### src/rtl/mem_ctrl_pkg.sv
// mem_ctrl_pkg
// Shared definitions for the memory arbiter controller.
//   state_t   : FSM state encoding (IDLE, ACCESS, DONE)
//   RW_READ   : direction value for a read request
//   RW_WRITE  : direction value for a write request
//   CNT_W     : width of the access wait counter (covers WAIT up to 15)
package mem_ctrl_pkg;

  typedef enum logic [1:0] {
    IDLE   = 2'b00,
    ACCESS = 2'b01,
    DONE   = 2'b10
  } state_t;

  localparam logic RW_READ  = 1'b0;
  localparam logic RW_WRITE = 1'b1;

  localparam int CNT_W = 4;

endpackage

### src/rtl/rr_arbiter.sv
// rr_arbiter
// Purely combinational round-robin selector. Searches the request vector
// starting at the pointer position and wrapping around.
// Ports:
//   req   : per-channel request bits
//   ptr   : channel index with highest priority this cycle
//   grant : one-hot grant (all zero when nothing requests)
//   idx   : encoded index of the granted channel
module rr_arbiter #(
  parameter int NCH  = 2,
  parameter int IDXW = $clog2(NCH)
) (
  input  logic [NCH-1:0]  req,
  input  logic [IDXW-1:0] ptr,
  output logic [NCH-1:0]  grant,
  output logic [IDXW-1:0] idx
);

  logic [2*NCH-1:0] doubled;
  logic [NCH-1:0]   rotated;
  logic [IDXW:0]    sum;
  logic             found;

  // Rotate the requests so the pointer channel lands at bit 0, take the
  // first set bit, then map it back to an absolute channel index modulo NCH.
  always_comb begin
    doubled = {req, req};
    rotated = NCH'(doubled >> ptr);
    sum     = '0;
    found   = 1'b0;
    idx     = '0;
    grant   = '0;
    for (int i = 0; i < NCH; i++) begin
      if (!found && rotated[i]) begin
        found = 1'b1;
        sum   = (IDXW+1)'(i) + {1'b0, ptr};
        if (sum >= (IDXW+1)'(NCH)) begin
          sum = sum - (IDXW+1)'(NCH);
        end
        idx = sum[IDXW-1:0];
      end
    end
    if (found) begin
      grant = {{(NCH-1){1'b0}}, 1'b1} << idx;
    end
  end

endmodule

### src/rtl/mem_arb_ctrl.sv
// mem_arb_ctrl
// Arbitrates NCH requester channels onto a single memory port. One
// transaction at a time: grant in IDLE, hold the memory enable for WAIT
// cycles in ACCESS, pulse done to the served channel in DONE.
// Ports:
//   clk, reset        : clock and synchronous active-high reset
//   valid, rw         : per-channel request strobe and direction (1 = write)
//   addr_in, wdata    : per-channel packed address / write data
//   done              : one-cycle one-hot completion pulse
//   rdata             : read data, updated only on read completion
//   busy              : high whenever not in IDLE
//   Addr, mem_wdata   : memory address and write data (latched per grant)
//   mem_rdata         : memory read data
//   rdEn, wrEn        : memory read / write enables
module mem_arb_ctrl
  import mem_ctrl_pkg::*;
#(
  parameter int WIDTH   = 32,
  parameter int ADWIDTH = 16,
  parameter int NCH     = 2,
  parameter int WAIT    = 2
) (
  input  logic                   clk,
  input  logic                   reset,
  input  logic [NCH-1:0]         valid,
  input  logic [NCH-1:0]         rw,
  input  logic [NCH*ADWIDTH-1:0] addr_in,
  input  logic [NCH*WIDTH-1:0]   wdata,
  output logic [NCH-1:0]         done,
  output logic [WIDTH-1:0]       rdata,
  output logic                   busy,
  output logic [ADWIDTH-1:0]     Addr,
  output logic [WIDTH-1:0]       mem_wdata,
  input  logic [WIDTH-1:0]       mem_rdata,
  output logic                   rdEn,
  output logic                   wrEn
);

  localparam int IDXW = $clog2(NCH);
  localparam logic [CNT_W-1:0] WAIT_LOAD = CNT_W'(WAIT - 1);

  state_t             state;
  state_t             next_state;
  logic [CNT_W-1:0]   cnt;
  logic [IDXW-1:0]    ptr;
  logic [NCH-1:0]     gnt;
  logic [IDXW-1:0]    gnt_idx;
  logic [NCH-1:0]     gnt_q;
  logic               rw_q;
  logic [ADWIDTH-1:0] sel_addr;
  logic [WIDTH-1:0]   sel_wdata;
  logic               sel_rw;

  rr_arbiter #(
    .NCH  (NCH),
    .IDXW (IDXW)
  ) u_arb (
    .req   (valid),
    .ptr   (ptr),
    .grant (gnt),
    .idx   (gnt_idx)
  );

  // Pick out the granted channel's address, data and direction.
  always_comb begin
    sel_addr  = '0;
    sel_wdata = '0;
    sel_rw    = RW_READ;
    for (int i = 0; i < NCH; i++) begin
      if (gnt_idx == IDXW'(i)) begin
        sel_addr  = addr_in[i*ADWIDTH +: ADWIDTH];
        sel_wdata = wdata[i*WIDTH +: WIDTH];
        sel_rw    = rw[i];
      end
    end
  end

  // State register.
  always_ff @(posedge clk) begin
    if (reset) begin
      state <= IDLE;
    end else begin
      state <= next_state;
    end
  end

  // Next-state and output decode. Enables are a pure function of the state
  // and latched direction, so a reset drops them on the very next cycle.
  always_comb begin
    next_state = state;
    busy       = (state != IDLE);
    rdEn       = 1'b0;
    wrEn       = 1'b0;
    done       = '0;
    case (state)
      IDLE: begin
        if (|valid) begin
          next_state = ACCESS;
        end
      end
      ACCESS: begin
        rdEn = (rw_q == RW_READ);
        wrEn = (rw_q == RW_WRITE);
        if (cnt == '0) begin
          next_state = DONE;
        end
      end
      DONE: begin
        done       = gnt_q;
        next_state = IDLE;
      end
      default: begin
        next_state = IDLE;
      end
    endcase
  end

  // Transaction datapath: latch the request on grant, count down the access,
  // capture read data on the final access cycle. The pointer moves to the
  // channel after the one just granted.
  always_ff @(posedge clk) begin
    if (reset) begin
      cnt       <= '0;
      ptr       <= '0;
      gnt_q     <= '0;
      rw_q      <= RW_READ;
      Addr      <= '0;
      mem_wdata <= '0;
      rdata     <= '0;
    end else begin
      case (state)
        IDLE: begin
          if (|valid) begin
            cnt       <= WAIT_LOAD;
            gnt_q     <= gnt;
            rw_q      <= sel_rw;
            Addr      <= sel_addr;
            mem_wdata <= sel_wdata;
            ptr       <= (gnt_idx == IDXW'(NCH - 1)) ? '0 : gnt_idx + 1'b1;
          end
        end
        ACCESS: begin
          if (cnt == '0) begin
            if (rw_q == RW_READ) begin
              rdata <= mem_rdata;
            end
          end else begin
            cnt <= cnt - 1'b1;
          end
        end
        default: begin
        end
      endcase
    end
  end

endmodule

### config.mk
export PLATFORM = sky130hd
export DESIGN_NAME = mem_arb_ctrl
export DESIGN_NICKNAME = d
export VERILOG_FILES = /design/src/rtl/mem_ctrl_pkg.sv /design/src/rtl/rr_arbiter.sv /design/src/rtl/mem_arb_ctrl.sv
export SDC_FILE = /design/constraint.sdc
export NUM_CORES = 1
export LEC_CHECK = 0
export ABC_CLOCK_PERIOD_IN_PS = 3900
export BUFFER_PORTS_ARGS = -buffer_cell sky130_fd_sc_hd__buf_2
export CAP_MARGIN = 25
export CORE_ASPECT_RATIO = 1.25
export CORE_MARGIN = 2
export CORE_UTILIZATION = 48
export CTS_BUF_LIST = sky130_fd_sc_hd__clkbuf_2 sky130_fd_sc_hd__clkbuf_4 sky130_fd_sc_hd__clkbuf_8
export DETAILED_ROUTE_END_ITERATION = 16
export GPL_TIMING_DRIVEN = 0
export PLACE_DENSITY = 0.91
export SYNTH_ARGS = -nofsm -noshare
export SYNTH_HDL_FRONTEND = slang
export SYNTH_SLANG_ARGS = --single-unit
export TNS_END_PERCENT = 50
### constraint.sdc
create_clock -name clk -period 3.9 [get_ports clk]
set_input_delay 0.39 -clock clk [delete_from_list [all_inputs] [get_ports clk]]
set_output_delay 0.39 -clock clk [all_outputs]
set_load 0.05 [all_outputs]
==> results of run 1 <==
==> worst max-delay path, cell delays in order, from the launching register on <==
cell and delay, ns:
dfxtp_1 0.46, or3b_4 0.46, clkinv_2 0.13, buf_6 0.15, buf_2 0.26
==> synthesized netlist by cell type <==
master	n	area, um2
a21oi_2	1	8.76
a22oi_1	1	7.51
nor3_2	1	10.0
nor3_1	2	10.0
a221o_1	50	500
and4_1	48	420
buf_1	1	3.75
a21oi_1	35	175
a211oi_1	2	15.0
nor3b_2	1	12.5
clkbuf_1	26	97.6
ha_1	2	25.0
nand2_1	1	3.75
a21o_1	4	30.0
or3b_1	1	8.76
clkinv_2	1	5.00
or2_0	1	6.26
clkbuf_2	1	5.00
buf_2	13	65.1
inv_1	5	18.8
or4_1	2	15.0
or3b_4	1	11.3
nor2b_1	1	6.26
o21ai_0	34	170
and3_1	2	12.5
nand2b_1	2	12.5
nand3_1	32	160
buf_6	3	33.8
dfxtp_1	90	1800
or3_1	2	12.5
and3b_1	2	17.5
nor2_1	2	7.51
nor2_2	1	6.26
==> kinds of logic (layout without fill, tap and decap cells) <==
group	after synthesis	in the layout	share of synthesized area (%)
buf+inv	50	284	6.19
flops	90	90	48.7
compound gates	127	127	24.5
simple gates	102	102	19.8
fa+ha+maj	2	2	0.677
==> flip-flops by register name, indices dropped and copies added, names as in the netlist <==
register,flops
cnt,4
mem_wdata,32
gnt_q,2
rdata,32
Addr,16
ptr,1
state,2
rw_q,1
==> metrics by stage <==
stage	util (%)	area (um2)	hold slack [ns]	power, mW	setup slack [ns]
after floorplan	-	3700	0.418	1.67	2.27
after CTS	68.7	5090	0.237	2.51	1.68
after detailed placement	66.2	4900	0.438	1.92	2.09
after global placement	66.2	4900	0.432	1.90	2.12
after global routing	68.7	5090	0.234	2.62	1.63
final	68.7	5090	0.248	2.50	1.69
==> power groups by stage <==
stage                     clock, mW  sequential, mW  combinational (mW)
after floorplan                   0            1.39               0.282
after global placement            0            1.09               0.810
after detailed placement          0            1.09               0.828
after CTS                     0.611            1.07               0.828
after global routing          0.653            1.08               0.883
final                         0.600            1.07               0.827
==> final timing paths <==
path                                      end  startpoint
worst max-delay path                     rdEn    state[0]
worst min-delay path            mem_wdata[30]   wdata[62]
worst max register to register       rdata[6]      cnt[0]
worst min register to register       gnt_q[1]    gnt_q[1]
==> routing by layer <==
metal / global-route usage (%) / wire length [um]
met1: 28.9 / 4410
met2: 48.7 / 5880
met3: 6.63 / 889
met4: 5.90 / 118
met5: 0 / 0
==> final cells by class <==
cell class / count / area share (%)
Clock buffer: 9 / 2.44
Clock inverter: 7 / 1.18
Buffer: 44 / 4.03
Sequential cell: 90 / 35.4
Tap cell: 92 / 2.26
Inverter: 6 / 0.467
Timing Repair Buffer: 218 / 21.5
Multi-Input combinational cell: 231 / 32.7
==> metrics.md, run 1 <==
| Metric | Value |
|---|---|
| Worst hold stages | 2 |
| Post-DR vias/cell | between 5 and 6 |
| Switching power | 998 uW |
| Slew Viols, Final | 0 |
| Mapped Cells | around 370 |
| CTS root buffer | clkbuf_8 |
| Clock skew | 0.0159 ns |
| VDD IR max | 293 uV |
| RSZ-0062 raised after global routing | false |
| Startpoint types | flip-flop |
| Layout net count | 736 |
| Sequential Power Share | 42.9% |
| R2R cell count | 6 |
| Initial Util | 49.9% |
| Area grow syn2layout | 37.6% |
| Routability Congestion | about 0.79 |
| Final Hold Vio Count | 0 |
| Clk Latency, worst-skew pair | 0.36 ns |
| Post-Syn Nets | between 500 and 600 |
| IO buf count | between 200 and 250 |
| Die Ht | approximately 100 um |
| Synth cell types | 33 |
| Switch share | 39.9% |
| Total die area | approximately 8400 um2 |
| ANT nets after route | 0 |
| Setup TNS | 0 ns |
| Starting DRT DRC Count | 173 |
| Min Tclk post-route | 2.21 ns |
| Seq/Total Area, Yosys | between 40% and 50% |
| Finished Layout Cells | roughly 700 |
| Int Power | 1.50 mW |
| Antenna violations before repair | 0 |
| Global-route wire length before repair | about 17000 um |
| Cells after DPL | between 600 and 700 |
| Grt ovf | 0 |
| # setup viols final | 0 |
| Data arrival, critical path | between 1.5 and 2 ns |
| ANT cells | 0 |
| Width of the die | approximately 82 um |
| Pre-antenna DRT Iters | 4 |
| Worst-Margin Slew | roughly 0.5 ns |
| FF+latch area | 1800 um2 |
| Maximum buffer depth of the clock tree | 2 |
| Most frequent cells in the layout | buf_2, dfxtp_1, a221o_1 |
| Share of post-route cells with drive strength above 1 | between 40% and 50% |
| CTS H-tree lvls | 3 |
| Logic pwr share | 33.1% |
| Final period utilization | a little under three fifths |
| Leakage power figure | 2.48 nW |
| Max-Cap Viols | 0 |
| Status | finished clean |
| DRT Wirelength | 11300 um |
| Multi-input gate area | 1670 um2 |
| HP Class | in2reg |
| Power Dens Cells | roughly 490 nW/um2 |
| Total CTS buffers | 9 |
| Resize count post-CTS | 0 |
| Clock-pin slew on the worst setup and hold paths | ~0.1 ns |
| Vias | roughly 4000 |
| Crit path capture type | primary output |
| CTS tree | done |
| Core Region | around 7400 um2 |
| Cell Rows | 35 |
| Type of the worst setup path | reg2out |
| Gr usage total | 26.0% |
| Seq cells post-synth | 90 |
| Worst EP required | 3.51 ns |
| Ys Warns | 0 |
| Wire per inst | 16.2 um |
| Top Ports | between 200 and 250 |
| Clock share of power | a little under a quarter |
| Dpl hpwl | about 9000 um |
| Relative slew slack | around 66% |
| Largest net degree at the start of global routing | 18 |
| Commonest non-fill, non-tap cell in the layout | buf_2 |
| Synthesized area | ~3700 um2 |
| Hold buffer count at cts | 0 |
| Crit Path Max Fanout | 10 |
| Post-CTS setup buffers | 0 |
| Register-to-register setup slack | 2.07 ns |
| FMAX | ~450 MHz |
| Avg Inst Size Synth | around 10 um2 |
| DRC Markers | 0 |
| Vias in the first global route | ~3800 |
| Number of fill cells | around 570 |
| Clock Sinks | 90 |
Note: power is estimated with default switching activity, not from simulation.
==> run 2, diff against run 1 <==
--- a/config.mk
+++ b/config.mk
@@ -5,16 +5,16 @@
 export SDC_FILE = /design/constraint.sdc
 export NUM_CORES = 1
 export LEC_CHECK = 0
-export ABC_CLOCK_PERIOD_IN_PS = 3900
+export ABC_CLOCK_PERIOD_IN_PS = 1800
 export BUFFER_PORTS_ARGS = -buffer_cell sky130_fd_sc_hd__buf_2
 export CAP_MARGIN = 25
 export CORE_ASPECT_RATIO = 1.25
 export CORE_MARGIN = 2
-export CORE_UTILIZATION = 48
+export CORE_UTILIZATION = 41
 export CTS_BUF_LIST = sky130_fd_sc_hd__clkbuf_2 sky130_fd_sc_hd__clkbuf_4 sky130_fd_sc_hd__clkbuf_8
 export DETAILED_ROUTE_END_ITERATION = 16
 export GPL_TIMING_DRIVEN = 0
-export PLACE_DENSITY = 0.91
+export PLACE_DENSITY = 0.83
 export SYNTH_ARGS = -nofsm -noshare
 export SYNTH_HDL_FRONTEND = slang
 export SYNTH_SLANG_ARGS = --single-unit
==> constraint.sdc (replaced) <==
create_clock -name clk -period 1.8 [get_ports clk]
set_input_delay 0.18 -clock clk [delete_from_list [all_inputs] [get_ports clk]]
set_output_delay 0.18 -clock clk [all_outputs]
set_load 0.05 [all_outputs]
==> run 2 against run 1 <==
Worst setup slack lost 1.6 ns. Register-to-register slack lost 1.9 ns. Global-route usage shrank 2.8 points. Utilization shrank 9.3 points. Non-clock buffer count shrank 1. Die area grew 16%. Power grew 120%. Sequential power grew 120%. Cell count grew 3.9%. Cell area grew 1.6%.
==> metrics.md, run 2 (same netlist as run 1, synthesis figures left out) <==
| Metric | Value |
|---|---|
| ANT nets after route | 0 |
| Startpoint types | flip-flop |
| Clock-pin slew on the worst setup and hold paths | roughly 0.090 ns |
| Worst Setup Slack, final | about 0.054 ns |
| Most frequent cells in the layout | buf_2, dfxtp_1, a221o_1 |
| Worst-Margin Slew | approximately 0.44 ns |
| HP Class | in2reg |
| Pre-antenna DRT Iters | 6 |
| Layout net count | around 740 |
| ANT cells | 0 |
| Status | finished clean |
| Vias in the first global route | a little under 4000 |
| Relative slew slack | a little over two thirds |
| Largest net degree at the start of global routing | 14 |
| # setup viols final | 0 |
| Vias | 3941 |
| CTS H-tree lvls | 3 |
| FMAX | approximately 570 MHz |
| Type of the worst setup path | reg2out |
| Critical path, cell by cell | or3b_4 > clkinv_4 > buf_8 > buf_8 |
| Clock Sinks | 90 |
| Min Tclk post-route | around 1.7 ns |
| CTS tree | done |
| Total CTS buffers | 9 |
| Finished Layout Cells | 724 |
| Gr usage total | 23.2% |
| Largest regs | mem_wdata x32, rdata x32, Addr x16 |
| Core Region | 8700 um2 |
| Power Dens Cells | around 1100 nW/um2 |
| Worst EP required | 1.62 ns |
| Total die area | about 9800 um2 |
| RSZ-0062 raised after global routing | true |
| Maximum buffer depth of the clock tree | 2 |
| Grt ovf | 0 |
| Area grow syn2layout | 39.9% |
| Worst path bufs/invs | 3 |
| Antenna violations before repair | 0 |
| Routability Congestion | ~0.83 |
| Post-DR vias/cell | about 5.4 |
| Cell area after layout | about 5200 um2 |
| Die Ht | around 110 um |
| DRT Wirelength | 11600 um |
| Post-DP Area | about 4900 um2 |
| Crit Path Max Fanout | 10 |
| Cell Rows | 38 |
| CP dominant cell by count | buf_8 |
| Final Hold Vio Count | 0 |
| Wire per inst | about 16 um |
| Top Ports | between 200 and 250 |
| Slew Viols, Final | 0 |
| Hold buffer count at cts | 0 |
| Data arrival, critical path | approximately 1.6 ns |
| DRC Markers | 0 |
| Max-Cap Viols | 0 |
| Pre-CTS setup slack | -0.0367 ns |
| Clock skew | 0.0123 ns |
| Commonest non-fill, non-tap cell in the layout | buf_2 |
| Cells after DPL | between 700 and 800 |
| VDD IR max | about 540 uV |
| IO buf count | between 200 and 250 |
| Initial Util | a little over two fifths |
| Final period utilization | a little over nine tenths |
| Crit path capture type | primary output |
| Global-route wire length before repair | roughly 18000 um |
| Share of post-route cells with drive strength above 1 | approximately 44% |
| Leakage power figure | around 2.5 nW |
| Clk Latency, worst-skew pair | approximately 0.35 ns |
| Slowest CP cell | or3b_4 |
| Starting DRT DRC Count | 124 |
| Top cell family by delay on the critical path | simple AND/OR/NAND/NOR gates |
| Worst path max stage delay | between 0.4 and 0.5 ns |
| Width of the die | a little under 90 um |
| Dpl hpwl | 9100 um |
| CTS root buffer | clkbuf_8 |
run 2: timing repair:
item                                    4_1_cts  5_1_grt
endpoints found under the hold margin         0        0
endpoints found under the setup margin       28       30
setup buffers                                 0        0
gates resized for setup                      12       18
run 2: worst register-to-register path, delay by kind of cell (launching register included):
family | cells | cell delay (ns)
fa+ha+maj | 1 | 0.19
compound gates | 2 | 0.27
flops | 1 | 0.32
simple gates | 1 | 0.44
buf+inv | 2 | 0.32
run 2: routing by layer:
metal	global-route usage (%)	wire, um	share of wire, %
met3	7.15	822	7.1
met4	7.47	216	1.9
met1	25.9	4660	40
met2	41.5	5940	51
met5	0	0	0
run 2: layout make-up:
class	instances	area, um2
Clock buffer	15	188
Clock inverter	1	7.51
Fill cell	785	3530
Tap cell	120	150
Sequential cell	90	1810
Buffer	43	215
Timing Repair Buffer	218	1100
Multi-Input combinational cell	231	1670
Inverter	6	27.5
run 2: final timing paths:
path | slack (ns) | end | startpoint | cells after the start
max | 0.05 | rdEn | state[0] | 4
min | 0.05 | mem_wdata[2] | wdata[34] | 2
max reg2reg | 0.15 | rdata[7] | cnt[0] | 6
min reg2reg | 0.45 | gnt_q[1] | gnt_q[1] | 1
run 2: metrics by stage:
stage | power [mW] | hold slack (ns) | util [%] | TNS (ns)
floorplan | 3.62 | 0.318 | - | 0
global route | 5.77 | 0.0249 | 59.4 | -0.0120
global placement | 4.13 | 0.402 | 56.7 | 0
CTS | 5.52 | 0.0242 | 59.3 | 0
detailed placement | 4.17 | 0.406 | 56.7 | -0.0707
finish | 5.49 | 0.0456 | 59.4 | 0
run 2: power by group:
group	switching, mW	internal [mW]
combinational	1.29	0.551
clock	0.660	0.664
sequential	0.121	2.21
total	2.07	3.42
==> run 3, diff against run 2 <==
--- a/config.mk
+++ b/config.mk
@@ -5,12 +5,14 @@
 export SDC_FILE = /design/constraint.sdc
 export NUM_CORES = 1
 export LEC_CHECK = 0
+export ABC_AREA = 1
 export ABC_CLOCK_PERIOD_IN_PS = 1800
 export BUFFER_PORTS_ARGS = -buffer_cell sky130_fd_sc_hd__buf_2
-export CAP_MARGIN = 25
+export CELL_PAD_IN_SITES_DETAIL_PLACEMENT = 1
+export CELL_PAD_IN_SITES_GLOBAL_PLACEMENT = 2
 export CORE_ASPECT_RATIO = 1.25
 export CORE_MARGIN = 2
-export CORE_UTILIZATION = 41
+export CORE_UTILIZATION = 20
 export CTS_BUF_LIST = sky130_fd_sc_hd__clkbuf_2 sky130_fd_sc_hd__clkbuf_4 sky130_fd_sc_hd__clkbuf_8
 export DETAILED_ROUTE_END_ITERATION = 16
 export GPL_TIMING_DRIVEN = 0
==> run 3 against run 2 <==
Register-to-register slack better by 0.13 ns. Non-clock buffer count is 56 higher. Sequential cell count stayed put. First-iteration DRC count is 47% lower. Power is 14% higher. Sequential share of layout area is 3.7 points lower. Worst hold slack worse by 0.015 ns. Fmax is 13% higher. Utilization is 25 points lower. Die area is 86% higher. Critical path type unchanged. Largest cell class is now non-clock buffers.
==> metrics.md, run 3 <==
| Metric | Value |
|---|---|
| Clock Sinks | 90 |
| HP Class | in2reg |
| R2R cell count | 6 |
| Worst-Margin Slew | slightly above 0.4 ns |
| Slowest CP cell | dfxtp_1 |
| CTS tree | done |
| Vias | between 4000 and 5000 |
| Post-synth EDFFs | 0 |
| CTS H-tree lvls | 3 |
| IO buf count | around 220 |
| Setup TNS | 0 ns |
| DRT Wirelength | roughly 13000 um |
| Most used flip-flop cell after synthesis | dfxtp_1 |
| Cell Rows | between 50 and 60 |
| ANT cells | 0 |
| Crit Reg-Reg Startpoint | state[0] |
| Gr usage total | 14.6% |
| Share of post-route cells with drive strength above 1 | a little over a third |
| Worst Hold Path EP | mem_wdata[24] |
| Ys Warns | 0 |
| Initial Util | between 20% and 30% |
| Core Region | 16800 um2 |
| Critical path, cell by cell | nand2_2 > nor2_4 > buf_2 |
| Top Ports | 219 |
| Max-Cap Viols | 0 |
| Top layer reached by signal wires | met4 |
| Most numerous cell in the Yosys netlist | nand2_1 |
| Synthesized area | 3440 um2 |
| Async SR Flop Fraction | 0% |
| Met3 wire len | 910 um |
| Total CTS buffers | 9 |
| Hold Slack | between 0.03 and 0.04 ns |
| Startpoint types | flip-flop |
| CTS root buffer | clkbuf_8 |
| Grt ovf | 0 |
| Total die area | 18300 um2 |
| Most frequent cells in the layout | buf_2, nand2_1, dfxtp_1 |
| Most instantiated cells after synthesis | nand2_1, dfxtp_1, nor2_1 |
| Worst Hold Launch | wdata[56] |
| Post-Syn Nets | a little under 600 |
| Mapped Cells | 461 |
| Dpl hpwl | ~9400 um |
| VDD IR max | between 400 and 500 uV |
| Vias in the first global route | ~4400 |
| Maximum buffer depth of the clock tree | 2 |
| Global-route wire length before repair | 21000 um |
| Clk Latency, worst-skew pair | around 0.37 ns |
| Wire per inst | roughly 14 um |
| Met1 WL | about 5300 um |
| Worst EP required | 1.62 ns |
| Post-CTS setup buffers | 0 |
| Post-DP Area | approximately 4800 um2 |
| Largest regs | mem_wdata x32, rdata x32, Addr x16 |
| Worst path bufs/invs | 1 |
| Die Ht | between 150 and 200 um |
| Crit Path Max Fanout | 5 |
| Pre-antenna DRT Iters | 4 |
| Antenna violations before repair | 0 |
| Synth top area cells | dfxtp_1, nand2_1, nor2_1 |
| Starting DRT DRC Count | 66 |
| Reg2Reg Capture Point | rdata[20] |
| Clock skew | 0.0153 ns |
| FMAX | between 600 and 700 MHz |
| Status | finished clean |
| Avg Inst Size Synth | ~7.5 um2 |
| Clock-pin slew on the worst setup and hold paths | around 0.1 ns |
| Pre-CTS setup slack | ~0.24 ns |
| Commonest non-fill, non-tap cell in the layout | buf_2 |
| Seq cells post-synth | 90 |
| Seq/Total Area, Yosys | 52.4% |
| # setup viols final | 0 |
| Worst hold stages | 3 |
| RSZ-0062 raised after global routing | false |
| Cell area after layout | ~5800 um2 |
| Leakage power figure | 2.87 nW |
| ANT nets after route | 0 |
| Post-DR vias/cell | a little over 4 |
| Finished Layout Cells | between 900 and 1000 |
| Final period utilization | roughly 86% |
| Cells after DPL | 899 |
| Final Hold Vio Count | 0 |
| Area grow syn2layout | 67.7% |
| Worst Setup Slack, final | between 0.2 and 0.3 ns |
| DRC Markers | 0 |
| Top cell family by delay on the critical path | flip-flops |
| Number of fill cells | around 2100 |
| Largest net degree at the start of global routing | 16 |
| Routability Congestion | roughly 0.76 |
| Register-to-register setup slack | between 0.2 and 0.3 ns |
| Crit path capture type | primary output |
| Power Dens Cells | ~1100 nW/um2 |
| Synth cell types | 22 |
| Layout net count | approximately 900 |
| Worst path max stage delay | 0.45 ns |
| Yosys top cell by area | dfxtp_1 |
| WL met2 | just under 7000 um |
| Slew Viols, Final | 0 |
| Synth top area share | a little over half |
| Data arrival, critical path | 1.36 ns |
| Type of the worst setup path | reg2out |
| Min Tclk post-route | 1.54 ns |
| Relative slew slack | around 73% |
| Width of the die | ~120 um |
run 3: changes by cell type in the layout (fill, tap and decap cells not counted), moves of 5 or more:
cell and change:
nor2_1 +69, nand3_1 +20, dlygate4sd3_1 +75, and4_1 -48
a221o_1 -50, a21oi_1 -31, nand2_1 +153, clkbuf_1 -14
inv_2 +5
run 3: worst max path at each step:
stage / from / to / slack [ns] / cells past startpoint
after global routing: state[0] / mem_wdata[24] / 0.05 / 6
after global placement: state[0] / rdata[20] / 0.19 / 6
after detailed placement: state[0] / rdata[20] / 0.24 / 6
after CTS: state[0] / rdEn / 0.20 / 3
final: state[0] / rdEn / 0.26 / 3
after floorplan: state[1] / done[0] / 0.16 / 2
run 3: through the flow:
step / utilization, % / total power, mW
after global routing: 34.2 / 6.62
after global placement: 28.5 / 4.66
final: 34.2 / 6.24
after floorplan: - / 4.05
after CTS: 34.2 / 6.34
after detailed placement: 28.5 / 4.69
run 3: tightest hold or removal path, delay by kind of cell:
| kind | cells | cell delay, ns |
|---|---|---|
| AND/OR/NAND/NOR | 2 | 0.10 |
| buffers and inverters | 1 | 0.08 |
run 3: power by group:
| group | total (mW) | internal, mW | switching, mW |
|---|---|---|---|
| Clock | 1.48 | 0.704 | 0.779 |
| Combinational | 2.31 | 0.663 | 1.65 |
| Sequential | 2.44 | 2.29 | 0.153 |
| Total | 6.24 | 3.66 | 2.58 |
run 3: cell families (layout without fill, tap and decap cells):
logic type / count (synthesis) / in the layout / share of synthesized area, %
fa+ha+maj: 2 / 2 / 0.728
simple gates: 290 / 290 / 35.1
flops: 90 / 90 / 52.4
buf+inv: 38 / 347 / 5.64
compound gates: 41 / 41 / 6.05
run 3: cell type report:
type                       count  area, um2  share of cell area [%]
multi-input combinational    333       1440                    25.0
clock inverter                 5       62.6                    1.09
inverter                      14       52.6                   0.912
sequential                    90       1800                    31.3
clock buffer                  11        145                    2.52
timing repair buffer         293       1840                    32.0
tap                          220        275                    4.78
buffer                        24        141                    2.45
run 3: what timing repair did:
item | in CTS | in global routing
endpoints found under the setup margin | 0 | 0
hold buffers | 75 | 0
gates resized for setup | 0 | 0
hold endpoints to repair | 46 | 0
run 3: per-layer routing:
layer | global-route usage (%) | up-vias
met4 | 6.90 | 0
li1 | - | 2063
met2 | 26.8 | 150
met3 | 4.05 | 25
met1 | 15.3 | 1862
met5 | 0 | -
